`config.mk`:
```
export PLATFORM = sky130hd
export DESIGN_NAME = dac_frame_scheduler
export DESIGN_NICKNAME = d
export VERILOG_FILES = /design/src/rtl/dac_frame_scheduler.sv
export SDC_FILE = /design/constraint.sdc
export NUM_CORES = 1
export LEC_CHECK = 0
export CELL_PAD_IN_SITES_DETAIL_PLACEMENT = 0
export CELL_PAD_IN_SITES_GLOBAL_PLACEMENT = 1
export CORE_UTILIZATION = 30
export CTS_CLUSTER_SIZE = 8
export DETAILED_ROUTE_END_ITERATION = 16
export PLACE_DENSITY = 0.57
export REMOVE_ABC_BUFFERS = 1
export SYNTH_ARGS = -nofsm -noshare
export SYNTH_HDL_FRONTEND = slang
export SYNTH_SLANG_ARGS = --single-unit
```
`constraint.sdc`:
```
create_clock -name clock_in -period 8 [get_ports clock_in]
set_clock_uncertainty 0.1 [all_clocks]
set_input_delay 1.6 -clock clock_in [delete_from_list [all_inputs] [get_ports clock_in]]
set_output_delay 1.6 -clock clock_in [all_outputs]
set_load 0.02 [all_outputs]
```
`src/rtl/dac_frame_scheduler.sv`:
```
// dac_frame_scheduler
//   Keeps a 4-channel shadow of 16-bit DAC samples. It formats dirty channels
//   into 24-bit command words and hands them to the SPI serializer as one-cycle
//   send pulses. Pulses are spaced by at least GAP cycles because the
//   serializer has no ready/busy handshake. An optional init word goes out once
//   after reset, before any sample traffic.
// Ports
//   clock_in   system clock
//   reset      asynchronous, active-high reset
//   sample_in  sample value to write
//   sample_ch  target channel 0..3
//   sample_wr  one-cycle write strobe for sample_in/sample_ch
//   dac_data   command word to serializer, held stable between sends
//   dac_send   one-cycle send strobe to serializer
//   busy       high while the init word is pending or the gap counter runs
//   pending    per-channel dirty flags
//   overwrite  one-cycle pulse when a write hits an already-dirty channel
module dac_frame_scheduler #(
  parameter int unsigned GAP       = 560,
  parameter logic [3:0]  CMD_WRITE = 4'b0011,
  parameter logic [23:0] INIT_WORD = 24'h700000,
  parameter bit          INIT_EN   = 1'b1
) (
  input  logic        clock_in,
  input  logic        reset,
  input  logic [15:0] sample_in,
  input  logic [1:0]  sample_ch,
  input  logic        sample_wr,
  output logic [23:0] dac_data,
  output logic        dac_send,
  output logic        busy,
  output logic [3:0]  pending,
  output logic        overwrite
);

  localparam int unsigned CH_N     = 4;
  localparam int unsigned CH_W     = 2;
  localparam int unsigned SAMPLE_W = 16;
  localparam int unsigned WORD_W   = 24;
  localparam int unsigned CNT_W    = $clog2(GAP);

  typedef enum logic [1:0] {
    S_INIT = 2'd0,
    S_IDLE = 2'd1,
    S_GAP  = 2'd2
  } state_t;

  localparam state_t RESET_STATE = INIT_EN ? S_INIT : S_IDLE;

  state_t                          state_q, state_d;
  logic [WORD_W-1:0]               dac_data_q, dac_data_d;
  logic                            dac_send_q, dac_send_d;
  logic                            busy_q, busy_d;
  logic [CH_N-1:0]                 pending_q, pending_d;
  logic                            overwrite_q, overwrite_d;
  logic [CH_N-1:0][SAMPLE_W-1:0]   shadow_q, shadow_d;
  logic [CNT_W-1:0]                gap_cnt_q, gap_cnt_d;
  logic [CH_W-1:0]                 rr_ptr_q, rr_ptr_d;

  logic                            pick_found;
  logic [CH_W-1:0]                 pick_ch;
  logic [CH_W-1:0]                 search_idx;
  logic                            do_pick;
  logic [3:0]                      pick_addr;

  // Round-robin search: first dirty channel at or after rr_ptr, wrapping mod 4.
  always_comb begin
    pick_found = 1'b0;
    pick_ch    = '0;
    search_idx = '0;
    for (int i = 0; i < CH_N; i++) begin
      search_idx = CH_W'(rr_ptr_q + CH_W'(i));
      if (!pick_found && pending_q[search_idx]) begin
        pick_found = 1'b1;
        pick_ch    = search_idx;
      end
    end
  end

  // One-hot channel address field of the command word.
  always_comb begin
    pick_addr = 4'(4'b0001 << pick_ch);
  end

  // Next-state, send sequencing and write path.
  always_comb begin
    state_d     = state_q;
    dac_data_d  = dac_data_q;
    dac_send_d  = 1'b0;
    gap_cnt_d   = gap_cnt_q;
    rr_ptr_d    = rr_ptr_q;
    pending_d   = pending_q;
    shadow_d    = shadow_q;
    overwrite_d = 1'b0;
    do_pick     = 1'b0;

    case (state_q)
      S_INIT: begin
        dac_data_d = INIT_WORD;
        dac_send_d = 1'b1;
        gap_cnt_d  = CNT_W'(GAP - 1);
        state_d    = S_GAP;
      end
      S_IDLE: begin
        if (pick_found) begin
          do_pick              = 1'b1;
          dac_data_d           = {CMD_WRITE, pick_addr, shadow_q[pick_ch]};
          dac_send_d           = 1'b1;
          pending_d[pick_ch]   = 1'b0;
          rr_ptr_d             = CH_W'(pick_ch + CH_W'(1));
          gap_cnt_d            = CNT_W'(GAP - 1);
          state_d              = S_GAP;
        end
      end
      S_GAP: begin
        // Leaving on the edge that reaches zero keeps sends exactly GAP apart.
        if (gap_cnt_q <= CNT_W'(1)) begin
          state_d = S_IDLE;
        end
        if (gap_cnt_q != '0) begin
          gap_cnt_d = CNT_W'(gap_cnt_q - CNT_W'(1));
        end
      end
      default: begin
        state_d = S_IDLE;
      end
    endcase

    // A write that lands on the channel being picked re-arms its dirty flag;
    // the word just sent carries the old value, so this is not an overwrite.
    if (sample_wr) begin
      shadow_d[sample_ch] = sample_in;
      if (pending_q[sample_ch] && !(do_pick && (pick_ch == sample_ch))) begin
        overwrite_d = 1'b1;
      end
      pending_d[sample_ch] = 1'b1;
    end

    busy_d = (state_d != S_IDLE);
  end

  // State and output registers.
  always_ff @(posedge clock_in or posedge reset) begin
    if (reset) begin
      state_q     <= RESET_STATE;
      dac_data_q  <= '0;
      dac_send_q  <= 1'b0;
      busy_q      <= INIT_EN;
      pending_q   <= '0;
      overwrite_q <= 1'b0;
      shadow_q    <= '0;
      gap_cnt_q   <= '0;
      rr_ptr_q    <= '0;
    end else begin
      state_q     <= state_d;
      dac_data_q  <= dac_data_d;
      dac_send_q  <= dac_send_d;
      busy_q      <= busy_d;
      pending_q   <= pending_d;
      overwrite_q <= overwrite_d;
      shadow_q    <= shadow_d;
      gap_cnt_q   <= gap_cnt_d;
      rr_ptr_q    <= rr_ptr_d;
    end
  end

  assign dac_data  = dac_data_q;
  assign dac_send  = dac_send_q;
  assign busy      = busy_q;
  assign pending   = pending_q;
  assign overwrite = overwrite_q;

endmodule

```
### Word level (Yosys, flattened, before mapping)

Cells that the tools add are included.
Widths: inputs -> output; s select.

* bitwise logic cells: 3
* $add $sub $neg: 5
* equality and inequality tests: 6
* shifts and indexed selects: 1
* mux-type cells: 43
* $lt $le $gt $ge: 9
* reduce and logical (&&, ||, !) cells: 18

Operators with widths (number)
* $bwmux 64: 1
* $pmux 24 s2: 1
* $bmux 16 s2: 1
* $demux 16 s2: 1
* $mux 16: 2
* $pmux 10 s3: 1
* $mux 24: 1
* $mux 10: 2
* $lt 2x3->1 const B: 6
* $mux 1: 15
* $mux 2: 6
* $mux 4: 3
* $bmux 1 s2: 5
* $le 10x1->1 const B: 1
* $reduce_bool 10->1: 1
* $sub 10x1->10 const B: 1
* $logic_and 1x1->1: 7
* $pmux 2 s3: 1
* $add 2x1->2 const B: 2
* $add 2x2->2 const B: 2
* $and 4x4->4: 1
* $demux 1 s2: 2
* $ge 2x1->1 const B: 2
* $logic_not 1->1: 4
* other kinds (14): 16

* input port bits: 21
* register bits: 109
* output and inout port bits: 31
* logic and storage cells: 97

### Depth between registers and ports, before layout

* depth after elaboration: 22
* gate-level depth with buffers: 8
* depth with buffers taken out: 7

### Worst setup path after synthesis

No wires, ideal clock.

* path kind: input to register
* from: input port sample_ch[1]
* to: register shadow_q[0] (netlist bit)
* setup slack: 4.854 ns
* path buffers: 2
* setup time: 0.125 ns
* data required time: 7.775 ns
* stages on the path: 4
* data arrival time: 2.921 ns
* path through: clkbuf_1 -> nor3b_2 -> clkbuf_1 -> mux2_2

* word-level cells in the longest chain between the ends: 5
* elaborated cells on any way between the ends: 6
* those cells by class: order compare (2); mux (3); reduce/logical (1)

RTL lines
* from (decl): RTL line 27 `input logic [1:0] sample_ch,`
* $lt 2x3->1 (implied by the code) / $ge 2x1->1 (equally long branches): RTL line 132 `shadow_d[sample_ch] = sample_in;`
* $logic_and 1x1->1 (implied by the code): RTL line 132
* $mux 16 (implied by the code): RTL line 132
* $demux 16 s2 (*): RTL line 132
* $bwmux 64 (*): RTL line 132
* to (signal assigned): RTL line 161 `shadow_q <= shadow_d;`
* to (decl): RTL line 56 `logic [CH_N-1:0][SAMPLE_W-1:0] shadow_q, shadow_d;`

Every way passes the cells marked *; elsewhere a longest branch is shown, timed or not.
A chain may end at the register's enable or synchronous reset.

### Worst setup path in the final report

* from: input port sample_ch[0]
* to: register shadow_q[40] (netlist bit)

Same word-level chain as after synthesis.

==> flow_metrics.tcl <==
set metrics [dict create \
    grt_pass1_vias 3007 \
    use_met3 0.0396 \
    die_x_um 128 \
    synth_edf_count 0 \
    grt-ovfl-total 0 \
    rows 45 \
    maxCapViolCount 0 \
    hold_violations 0 \
    stdcell_count 597 \
    busiest_layer "met2" \
    setup_viol 0 \
    wl_per_cell_um 16.7 \
    ctsHoldBuffers 0 \
    power_density_nw_per_um2 213 \
    yosys.cell_types.count 47 \
    holdCritPathClass "reg -> reg" \
    diodes 0 \
    start_kind "primary input" \
    relSlewSlack 0.207 \
    use_met1 0.177 \
    cp.required_ns 8.13 \
    first_iter_violations 158 \
    synthCells 335 \
    synth.most_common_cell "dfrtp_1" \
    area_growth_pct 21.5 \
    fillers 1487 \
    reg2reg_from "pending[2]" \
    worst_ep_arrival_time_ns 3.60 \
    grt_start_max_net_pins 62 \
    antenna_left 0 \
    critPathMaxFanout 17 \
    cts_root_buffer "clkbuf_16" \
    die_area_um2 16300 \
    synth_top_area_frac 0.560 \
    max_freq_mhz 288 \
    rsz0062_at_grt "false" \
    status "finished clean" \
    tightest_slew_ns 1.19 \
    min_period_over_period 0.434 \
    io_buffers 50 \
    ys_seq_area_frac 0.565 \
    core_area_um2 15300 \
    fin_total_pwr_mw 1.23 \
    postLayoutCellArea_um2 5760 \
    cts_setup_buffers 0 \
    post-route-drc-count 0 \
    ys_async_sr_fraction 1.00 \
    grtUsageTotal 0.137 \
    syn_area_um2 4740 \
    tritoncts "built" \
    cts.sinks 107 \
    finalSetupTns_ns 0 \
    clk_pin_slew_ns 0.07 \
    hp-start "dac_data[19]" \
    post_cts_resize_count 0 \
    fin_nets 409 \
    p_leak_nw 2.40 \
    drt-pass1-iter-count 4 \
    ys_top_cells_by_count "dfrtp_1 (106), mux2_2 (64), nand2_1 (25)" \
    final.min_clock_period_ns 3.47 \
    num_io_pins 52 \
    placed_cell_area_um2 5430 \
    clk_path_buf_depth 2 \
    ir_worst_vdd_mv 0.105 \
    endpoint_kind "register" \
    numCtsBuffers 9 \
    htreeDepth 3 \
    die_height_um 128 \
    grt_antenna_before_repair 0 \
    start_util 0.309 \
    ys.flop_type "dfrtp_1" \
    clock_latency_ns 0.35 \
    synth.top_cells.by_area "dfrtp_1 (56%), mux2_2 (15%), mux4_2 (7.6%), a22o_1 (2.8%), nand2_1 (2.0%)" \
    vias_per_cell 4.73 \
    ys_warn_count 0 \
    met2_usage 0.225 \
    routed_wl_um 9970 \
    maxSlewViolCount 0 \
    dp.cells 581 \
    layout-drive-gt1-share 0.293 \
    yosys.area.top_type "dfrtp_1" \
    synth_area_per_cell_um2 14.1 \
    vias 2821 \
    dp.final_hpwl_um 6070 \
    worstSetupPathType "in -> reg" \
    grt_first_pass_wirelength_um 16800 \
    synth-seq-cells 107 \
    gp_congestion 0.750 \
    worstSetupStartpoint "sample_ch[0]" \
]
## metrics by stage
stage	hold slack, ns	worst slack, ns	utilization
2_1_floorplan	0.374	3.48	-
6_report	0.372	4.53	0.376
4_1_cts	0.381	4.43	0.376
5_1_grt	0.407	4.36	0.376
3_5_place_dp	0.365	4.05	0.355
3_3_place_gp	0.364	4.09	0.355
## power breakdown
| group | internal, mW | switching, mW |
|---|---|---|
| Clock | 0.258 | 0.211 |
| Combinational | 0.0822 | 0.0439 |
| Sequential | 0.602 | 0.0283 |
| Total | 0.943 | 0.283 |
## layer usage
layer | part of all wire | vias up
li1 | - | 1306
met1 | 0.46 | 1472
met2 | 0.50 | 35
met3 | 0.029 | 8
met4 | 0.0085 | 0
met5 | 0 | -
## state kept, by name, summed over array words and instances (netlist names)
signal,cells
busy,1
dac_data,22
dac_send,1
gap_cnt_q,10
overwrite,1
pending,4
rr_ptr_q,2
shadow_q,64
state_q,2
## cells in the final DEF (no fill, tap or decap), types with 2 or more instances in the layout
cell type	synthesis	layout
nand3_1	2	2
a21o_1	2	2
a31oi_1	3	3
nor2_1	11	11
clkdlybuf4s50_1	0	50
nor3_1	2	2
inv_4	1	2
clkinvlp_4	0	2
nand4_1	6	6
nand2_1	25	25
a21bo_2	3	3
o21ai_0	7	7
mux4_2	16	16
a22o_1	15	15
dfrtp_1	106	106
clkbuf_16	0	9
nor2b_1	4	4
ha_1	7	7
mux2i_1	2	2
buf_4	3	3
and2_1	2	2
inv_8	0	2
nand3b_1	2	2
inv_1	6	5
mux2_2	64	64
xor2_1	7	7
## cell families after synthesis
family	share of synthesized area
other	0.000791
adder cells (fa/ha/maj)	0.0185
XOR/XNOR	0.0148
buffers and inverters	0.0275
multiplexers	0.232
flip-flops	0.565
AO/OA/AOI/OAI	0.0641
AND/OR/NAND/NOR	0.0768
## path summary, 6_finish.rpt
path,end,slack (ns),cells after the start
max in group asynchronous,pending[2],5.03,3
setup / recovery,shadow_q[40],4.53,3
hold / removal,dac_data[19],0.37,2
hold reg to reg,dac_data[19],0.37,2
min in group asynchronous,gap_cnt_q[9],1.65,2
setup reg to reg,dac_data[11],5.49,6
## worst max-delay path, stage by stage
cell and delay [ns]:
clkdlybuf4s50_1 0.55, nand3b_1 0.87, mux2_2 0.57
## cell type report
type	count	area (um^2)	share of cell area
multi-input combinational	203	1940	0.336
sequential	107	2680	0.465
timing repair buffer	53	523	0.0908
clock inverter	6	83.8	0.0146
inverter	7	31.3	0.00543
clock buffer	10	239	0.0415
tap	211	264	0.0459
Note: power is estimated with default switching activity, not from simulation.
